--- src/rtl/rc5_pkg.sv ---
`default_nettype none
// ============================================================================
// Module      : rc5_pkg
// Description : Shared RC5-32/12/16 constants and FSM state encoding, used by
//               key expansion, the encipher core and the decipher datapath.
// Revision    : 1.0 - initial release
// ============================================================================
package rc5_pkg;

  localparam int W     = 32;            // word width
  localparam int R     = 12;            // rounds
  localparam int T     = 2 * (R + 1);   // expanded key words per block
  localparam int T_LEN = $clog2(T);     // S RAM address width
  localparam int LOG2W = $clog2(W);     // rotate-amount width
  localparam int K_W   = $clog2(T + 1); // index counter must also hold T

  localparam logic [W-1:0]   PW     = 32'hB7E15163;
  localparam logic [W-1:0]   QW     = 32'h9E3779B9;
  localparam logic [K_W-1:0] K_LAST = K_W'(T);

  typedef enum logic [0:0] {
    IDLE = 1'b0,
    RUN  = 1'b1
  } rc5_state_t;

endpackage
`default_nettype wire

--- src/rtl/rc5_half_round.sv ---
`default_nettype none
// ============================================================================
// Module      : rc5_half_round
// Description : Combinational RC5 half round: ((x ^ y) <<< y[LOG2W-1:0]) + s.
// Revision    : 1.0 - initial release
// ============================================================================
module rc5_half_round
  import rc5_pkg::*;
(
  input  logic [W-1:0] x,
  input  logic [W-1:0] y,
  input  logic [W-1:0] s,
  output logic [W-1:0] r
);

  // Full word width as a shift amount; one bit wider than the rotate field.
  localparam logic [LOG2W:0] WIDTH_C = (LOG2W + 1)'(W);

  logic [W-1:0]     v_w;
  logic [LOG2W-1:0] amt_w;
  logic [W-1:0]     rot_w;

  // Data-dependent left rotate then modular add; amount 0 makes the right
  // shift a full-width shift, which yields zero and leaves v unchanged.
  always_comb begin
    v_w   = x ^ y;
    amt_w = y[LOG2W-1:0];
    rot_w = (v_w << amt_w) | (v_w >> (WIDTH_C - {1'b0, amt_w}));
    r     = rot_w + s;
  end

endmodule
`default_nettype wire

--- src/rtl/rc5_encipher_core.sv ---
`default_nettype none
// ============================================================================
// Module      : rc5_encipher_core
// Description : Iterative RC5-32/12/16 encryption. One S word consumed per
//               cycle from the shared S RAM (1-cycle read latency); done
//               pulses T+1 edges after acceptance.
//               Optional build macro RC5_CBC_EN adds an IV/chain register
//               (IV[2W-1:W] pairs with A, IV[W-1:0] with B).
// Revision    : 1.0 - initial release
// ============================================================================
module rc5_encipher_core
  import rc5_pkg::*;
(
  input  logic             clk,
  input  logic             rst,
  input  logic             start,
  input  logic [W-1:0]     A,
  input  logic [W-1:0]     B,
`ifdef RC5_CBC_EN
  input  logic             iv_load,
  input  logic [2*W-1:0]   IV,
`endif
  input  logic [W-1:0]     S_rdata,
  output logic [T_LEN-1:0] S_addr,
  output logic             S_ren,
  output logic [W-1:0]     oA_cipher,
  output logic [W-1:0]     oB_cipher,
  output logic             busy,
  output logic             done
);

  rc5_state_t     state_q, state_d;
  logic [K_W-1:0] k_q, k_d;
  logic           rnd_a_q, rnd_a_d;
  logic [W-1:0]   a_q, a_d, b_q, b_d;
  logic [W-1:0]   oa_q, oa_d, ob_q, ob_d;
  logic           done_q, done_d;
`ifdef RC5_CBC_EN
  logic [2*W-1:0] chain_q, chain_d;
  logic [2*W-1:0] chain_src;
`endif

  logic [W-1:0] hr_x, hr_y, hr_out, upd;
  logic [W-1:0] a_in, b_in;

  // The A half updates A from (A,B); the B half updates B from (B,A).
  assign hr_x = rnd_a_q ? a_q : b_q;
  assign hr_y = rnd_a_q ? b_q : a_q;

  rc5_half_round u_half_round (
    .x (hr_x),
    .y (hr_y),
    .s (S_rdata),
    .r (hr_out)
  );

  // S[0] and S[1] (k = 1, 2) are plain whitening additions.
  assign upd = (k_q <= K_W'(2)) ? (hr_x + S_rdata) : hr_out;

  assign busy      = (state_q == RUN);
  assign S_ren     = (state_q == RUN) && (k_q < K_LAST);
  assign S_addr    = S_ren ? k_q[T_LEN-1:0] : '0;
  assign oA_cipher = oa_q;
  assign oB_cipher = ob_q;
  assign done      = done_q;

  // State register; reset discards any block in flight.
  always_ff @(posedge clk) begin
    if (rst) begin
      state_q <= IDLE;
      k_q     <= '0;
      rnd_a_q <= 1'b0;
      a_q     <= '0;
      b_q     <= '0;
      oa_q    <= '0;
      ob_q    <= '0;
      done_q  <= 1'b0;
`ifdef RC5_CBC_EN
      chain_q <= '0;
`endif
    end else begin
      state_q <= state_d;
      k_q     <= k_d;
      rnd_a_q <= rnd_a_d;
      a_q     <= a_d;
      b_q     <= b_d;
      oa_q    <= oa_d;
      ob_q    <= ob_d;
      done_q  <= done_d;
`ifdef RC5_CBC_EN
      chain_q <= chain_d;
`endif
    end
  end

  // Next-state logic: accept in IDLE, one half round per edge in RUN.
  always_comb begin
    state_d = state_q;
    k_d     = k_q;
    rnd_a_d = rnd_a_q;
    a_d     = a_q;
    b_d     = b_q;
    oa_d    = oa_q;
    ob_d    = ob_q;
    done_d  = 1'b0;
`ifdef RC5_CBC_EN
    chain_d   = chain_q;
    // A same-cycle IV load is applied to the block being accepted.
    chain_src = iv_load ? IV : chain_q;
    a_in      = A ^ chain_src[2*W-1:W];
    b_in      = B ^ chain_src[W-1:0];
`else
    a_in      = A;
    b_in      = B;
`endif

    case (state_q)
      IDLE: begin
`ifdef RC5_CBC_EN
        if (iv_load) begin
          chain_d = IV;
        end
`endif
        if (start) begin
          a_d     = a_in;
          b_d     = b_in;
          k_d     = '0;
          rnd_a_d = 1'b1;
          state_d = RUN;
        end
      end

      RUN: begin
        k_d = k_q + K_W'(1);
        // k = 0 is the address-only cycle; S[k-1] arrives from k = 1 on.
        if (k_q != '0) begin
          if (rnd_a_q) begin
            a_d = upd;
          end else begin
            b_d = upd;
          end
          rnd_a_d = ~rnd_a_q;
        end
        if (k_q == K_LAST) begin
          oa_d    = rnd_a_q ? upd : a_q;
          ob_d    = rnd_a_q ? b_q : upd;
          done_d  = 1'b1;
          k_d     = '0;
          state_d = IDLE;
`ifdef RC5_CBC_EN
          chain_d = {oa_d, ob_d};
`endif
        end
      end

      default: begin
        state_d = IDLE;
      end
    endcase
  end

endmodule
`default_nettype wire

--- config.mk ---
export PLATFORM = sky130hd
export DESIGN_NAME = rc5_encipher_core
export DESIGN_NICKNAME = d
export VERILOG_FILES = /design/src/rtl/rc5_pkg.sv /design/src/rtl/rc5_half_round.sv /design/src/rtl/rc5_encipher_core.sv
export SDC_FILE = /design/constraint.sdc
export NUM_CORES = 1
export LEC_CHECK = 0
export BUFFER_PORTS_ARGS = -buffer_cell sky130_fd_sc_hd__buf_2
export CORE_ASPECT_RATIO = 0.6
export CORE_UTILIZATION = 40
export DETAILED_ROUTE_END_ITERATION = 8
export PLACE_DENSITY = 0.62
export SYNTH_ARGS = -nofsm -noshare
export SYNTH_HDL_FRONTEND = slang
export SYNTH_SLANG_ARGS = --single-unit
--- constraint.sdc ---
create_clock -name clk -period 8.42 [get_ports clk]
set_clock_uncertainty 0.05 [all_clocks]
set_input_delay 1.263 -clock clk [delete_from_list [all_inputs] [get_ports clk]]
set_output_delay 1.263 -clock clk [all_outputs]
set_load 0.05 [all_outputs]
======== Word level (Yosys, flattened, before mapping) ========
Index checks and enable logic that the tools add are counted.
word-level totals
  flip-flop bits (word level) ............. 136
  word-level logic and storage cells ...... 50
cells by class
  add/sub/neg operators ................... 4
  $lt $le $gt $ge ......................... 2
  eq/ne operators ......................... 3
  shifts and indexed selects .............. 2
  mux-type cells .......................... 22
  bitwise gates (word level) .............. 4
  reductions and logical operators ........ 5
operator list
  kind                                                                   number
  32-bit two-way mux                                                     9
  32-bit one-hot mux with 2 select lines                                 2
  32-bit adder                                                           2
  32-bit bitwise OR                                                      1
  32-bit by 5-bit left shift with 32-bit output                          1
  32-bit by 6-bit right shift with 32-bit output                         1
  32-bit XOR                                                             1
  5-bit two-way mux                                                      3
  5-bit one-hot mux with 2 select lines                                  1
  6-bit by 5-bit subtractor with 6-bit output, first input constant      1
  5-bit by 1-bit adder with 5-bit output, second input constant          1
  5-bit == test, second input constant                                   1
  5-bit by 2-bit <= comparator with 1-bit output, second input constant  1
  5-bit < comparator, second input constant                              1
  1-bit two-way mux                                                      5
  5-bit nonzero test                                                     1
  1-bit one-hot mux with 2 select lines                                  2
  2-bit AND reduction                                                    2
  2-bit by 1-bit != test with 1-bit output, second input constant        1
  2-bit != test, second input constant                                   1
  1-bit inverter                                                         2
  2-bit OR reduction                                                     1
  1-bit logical AND                                                      1

======== Logic depth before layout (Yosys ltp) ========
  depth in word-level cells ............... 9
  gate-level depth with buffers ........... 27
  gate-level depth less buffers ........... 22

======== By module ========
From an unflattened synthesis, not the netlist that was laid out.
second synthesis, totals
  cell total of the unflattened synthesis .. 1903
  area total of the unflattened synthesis .. 14554.0 um^2
modules (own cells, without submodules)
  module             times used  cells each  area an instance (um^2)
  rc5_encipher_core  1           1169        8933.6
  rc5_half_round     1           734         5620.4

======== Least setup slack after synthesis ========
Ideal clock, no wire load.
  kind .................................... reg-to-reg
  from .................................... reg rnd_a_q
  to ...................................... reg b_q[28]
  data arrival time ....................... 5771 ps
  slack ................................... 2498 ps
  stages on the path, launching flop included .. 26
  buffers on the path ..................... 6
  path through ............................ dfxtp_1 > buf_6 > mux2_4 > inv_2 > buf_2 > buf_2 > buf_2 > ha_1 > inv_1 > clkbuf_1 > clkbuf_1 > mux2i_1 > mux2i_1 > o21ai_0 > a2111oi_0 > a21oi_1 > fa_1 > a21oi_1 > o221a_2 > nor4b_1 > a21o_1 > a221oi_1 > o21bai_1 > xor2_1 > a21oi_1 > o41ai_1
between the ends
  longest elaborated chain between the ends .. 9
  elaborated cells on any way between the ends .. 13
  those cells by class .................... add/sub (3); shift (2); mux (6); bitwise (2)
RTL lines
  what                                                                                                                    line                                              source
  from (decl)                                                                                                             rc5_encipher_core.sv:34                           logic rnd_a_q, rnd_a_d;
  from (signal assigned)                                                                                                  rc5_encipher_core.sv:84                           rnd_a_q <= rnd_a_d;
  32-bit two-way mux, on equally long branches                                                                            rc5_encipher_core.sv:48, rc5_encipher_core.sv:47
  6-bit by 5-bit subtractor with 6-bit output / 32-bit XOR (equally long branches)                                        rc5_half_round.sv:28, rc5_half_round.sv:26
  32-bit by 6-bit right shift with 32-bit output / 32-bit by 5-bit left shift with 32-bit output (equally long branches)  rc5_half_round.sv:28                              rot_w = (v_w << amt_w) | (v_w >> (WIDTH_C - {1'b0, amt_w}));
  32-bit bitwise OR                                                                                                       rc5_half_round.sv:28
  32-bit adder                                                                                                            rc5_half_round.sv:29                              r = rot_w + s;
  32-bit two-way mux                                                                                                      rc5_encipher_core.sv:58                           assign upd = (k_q <= K_W'(2)) ? (hr_x + S_rdata) : hr_out;
  32-bit two-way mux (*)                                                                                                  rc5_encipher_core.sv:137                          if (rnd_a_q) begin
  32-bit two-way mux (*)                                                                                                  rc5_encipher_core.sv:136                          if (k_q != '0) begin
  32-bit one-hot mux with 2 select lines (*)                                                                              rc5_encipher_core.sv:117                          case (state_q)
  to (signal assigned)                                                                                                    rc5_encipher_core.sv:74                           b_q <= '0;
  to (signal assigned)                                                                                                    rc5_encipher_core.sv:86                           b_q <= b_d;
  to (decl)                                                                                                               rc5_encipher_core.sv:35                           logic [W-1:0] a_q, a_d, b_q, b_d;
Mark *: on every way between the ends. The rest lies on a longest branch, timed or not. The select of a mux whose other input is x is not followed.
A chain may end at the register's enable or synchronous reset.

======== Final worst setup path ========
  from .................................... reg rnd_a_q
  to ...................................... reg b_q[15]
Same word-level chain as after synthesis.

==> impl_results.md <==
- CP cell instances: mux2_4 -> clkinv_2 -> ha_1 -> inv_1 -> mux2i_1 -> mux2i_1 -> o21ai_0 -> a2111oi_0 -> a21oi_1 -> ha_1 -> a211oi_1 -> o21ai_0 -> o2111a_1 -> o21ai_0 -> o21bai_1 -> a21oi_1 -> xnor2_1 -> a21oi_1 -> nor4_1
- Min cycle time layout: 7338 ps
- Initial DRC Count: 1,742
- Layout cells sized above 1: 15.79%
- Critical path origin: rnd_a_q
- Mapped Avg Cell Area: 7.273 um2
- RSZ-0062 raised after global routing: no
- FMAX: 0.1363 GHz
- Final hold vios: 0
- Dpl cells: 2,059
- Slowest stage delay, CP: 1020 ps
- Slowest CP cell: o21ai_0
- Final Non-Filler Cells: 2,093
- Root buffer cell: clkbuf_16
- CTS buffer count: 17
- Final setup violating endpoints: 0
- Starting density of the core: 40.87%
- GRT Overall Usage: 33.09%
- Critical-path maximum fanout: 34
- Wire length of the first global-routing pass: 74,970 um
- Cell Pwr Density: 247.8 nW/um2
- Crit path DAT: 7630 ps
- Mapped Area: 11,780 um2
- Dpl ws: 1470 ps
- Number of antenna violations at the first check in global routing: 1
- Setup crit end kind: register
- Commonest cells after routing, fill and taps aside: 222 x nor2_1, 177 x a21oi_1, 169 x buf_2
- Cell area after layout: 13,460 um2
- Mapped Cells: 1,620
- Crit path capture: b_q[15]
- R2R Setup Slk: 1080 ps
- Wire length per cell: 24.26 um
- Core area: 28,830 um2
- Cts hold-fix bufs: 0
- Remaining Overflow, GRT: 0
- LEAKAGE: 5.683 nW
- Max Slew Vio Count: 0
- Clk_lat worst skew: 430 ps
- Die Height: 134.9 um
- Final worst slack: 1082 ps
- Io pins: 171
- Seq/Total Area, Yosys: 23.11%
- DRC errors left: 0
- Post-synth EDFFs: 0
- Top delay family on crit path: compound AO/OA/AOI/OAI gates
- R2r endpoint: b_q[15]
- Critical R2R Launch: rnd_a_q
- Most used DFF post-synth: dfxtp_1
- Sink Count: 136
- DP Area: 12,820 um2
- Via count: 13,189
- Flops & latches, synth: 136
- Tot Pwr: 3.334 mW
- Buffer and inverter count on the worst path: 2
- Clock slew at reported path FFs: 60 ps
- Clock Path Buffers: 2
- Hpwl dp: 38,510 um
- Antenna Violating Nets Remaining: 0
- Final period util: 87.15%
- Crit path depth: 19
- Synth cell types: 72
- Routability cong.: 1.037
- Vias per cell: 6.301
- Layout Nets: 1,838
- Pre-Repair DR Iteration Count: 6
- TNS Setup: 0 ps
- Core Rows: 48
- Number of setup buffers added after CTS: 0
- Htree depth: 4
- Number of buffer cells added on primary ports: 170
- Ys Warns: 0
- Hold WC Path Type: register to register
- Horiz. Die Dim: 223.6 um
- Commonest non-fill, non-tap cell in the layout: nor2_1
- Largest net degree at the start of global routing: 90
- Async SR Flop Fraction: 0%
- Total Wirelength: 50,770 um
- Outcome: complete, no violations
- CP Data Required Time: 8710 ps
- Relative slew slack: 13.31%
- Max cap viols: 0
- Crit start category: register
- CP Class: register to register
- CTS tree: yes
- Maximum vdd ir drop: 0.0001490 V
- Post-CTS Resized: 0
- DIE AREA: 30,170 um2
- R2r worst-path depth: 19
- Syn_nets: 1,755
- Worst-Margin Slew: 1287 ps
- Area delta synth->final: 14.21%
- Vias in the first global route: 11,868
[cell usage after synthesis, types with 11 or more instances]
library cell	n	area (um2)
a211oi_1	78	585.6
nand2_1	146	548.0
a31oi_1	23	143.9
nor2_1	222	833.3
clkbuf_1	106	397.9
nand2b_1	16	100.1
nor2b_1	19	118.9
mux2i_1	125	1251
o21ai_0	99	495.5
o211ai_1	20	150.1
buf_2	12	60.06
nor3_1	41	205.2
dfxtp_1	136	2723
a21oi_1	177	885.9
xor2_1	39	341.6
xnor2_1	25	219.0
mux2_2	13	146.4
nand3_1	27	135.1
a21o_1	18	135.1
buf_1	15	56.30
and2_1	11	68.82
o21a_1	11	82.58
ha_1	35	437.9
o22ai_1	25	156.4
inv_1	13	48.80
[registers in the layout, indices dropped and copies added (netlist names)]
register	count
oB_cipher	32
busy	1
done	1
a_q	32
oA_cipher	32
rnd_a_q	1
k_q	5
b_q	32
[routing by layer]
metal | wire [um] | global-route usage, %
met4 | 893 | 7.801
met5 | 0 | 0
met3 | 5459 | 8.464
met2 | 21090 | 48.23
met1 | 23330 | 48.14
[area by class of cell]
type                    count  area, um2
repair buffers            199       1071
well taps                 375      469.2
fillers                  3014      15370
diodes                      2      5.005
inverters                  16      61.31
multi-input cells        1333       8491
flip-flops and latches    136       2730
clock inverters            13      176.4
clock buffers              19      452.9
[logic make-up (layout without fill, tap and decap cells)]
kind of cell / Yosys count / count (layout) / synth area share, %
fa+ha+maj: 36 / 36 / 3.887
buf+inv: 151 / 247 / 5.108
flops: 136 / 136 / 23.11
xor+xnor: 64 / 64 / 4.757
mux: 146 / 146 / 13.19
other cells: 0 / 2 / 0
simple gates: 530 / 530 / 19.84
compound gates: 557 / 557 / 30.12
[worst register-to-register path, delay by kind of cell (launching register included)]
| kind | cells | cell delay (ps) |
|---|---|---|
| buffers and inverters | 2 | 900 |
| flip-flops | 1 | 640 |
| XOR/XNOR | 1 | 280 |
| multiplexers | 3 | 1000 |
| AO/OA/AOI/OAI | 10 | 3340 |
| adder cells (fa/ha/maj) | 2 | 790 |
| AND/OR/NAND/NOR | 1 | 250 |
[power by group]
group	switching (mW)	internal, mW
Sequential	0.0730	0.680
Combinational	1.19	0.580
Clock	0.302	0.509
[how the worst min path moves through the flow]
stage                       from            to  slack (ps)  cells after the start
floorplan                b_q[17]       b_q[17]         410                      2
detailed placement  oA_cipher[8]  oA_cipher[8]         410                      2
finish              oA_cipher[8]  oA_cipher[8]         410                      2
global placement    oA_cipher[8]  oA_cipher[8]         400                      2
global route        oB_cipher[2]  oB_cipher[2]         440                      2
CTS                 oA_cipher[8]  oA_cipher[8]         420                      2
[per-stage QoR]
step,utilization (%),hold slack [ps]
floorplan,-,413.9
global placement,44.48,395.3
detailed placement,44.48,407.3
CTS,46.66,415.2
global route,46.66,440.6
finish,46.68,413.9
Note: power is estimated with default switching activity, not from simulation.
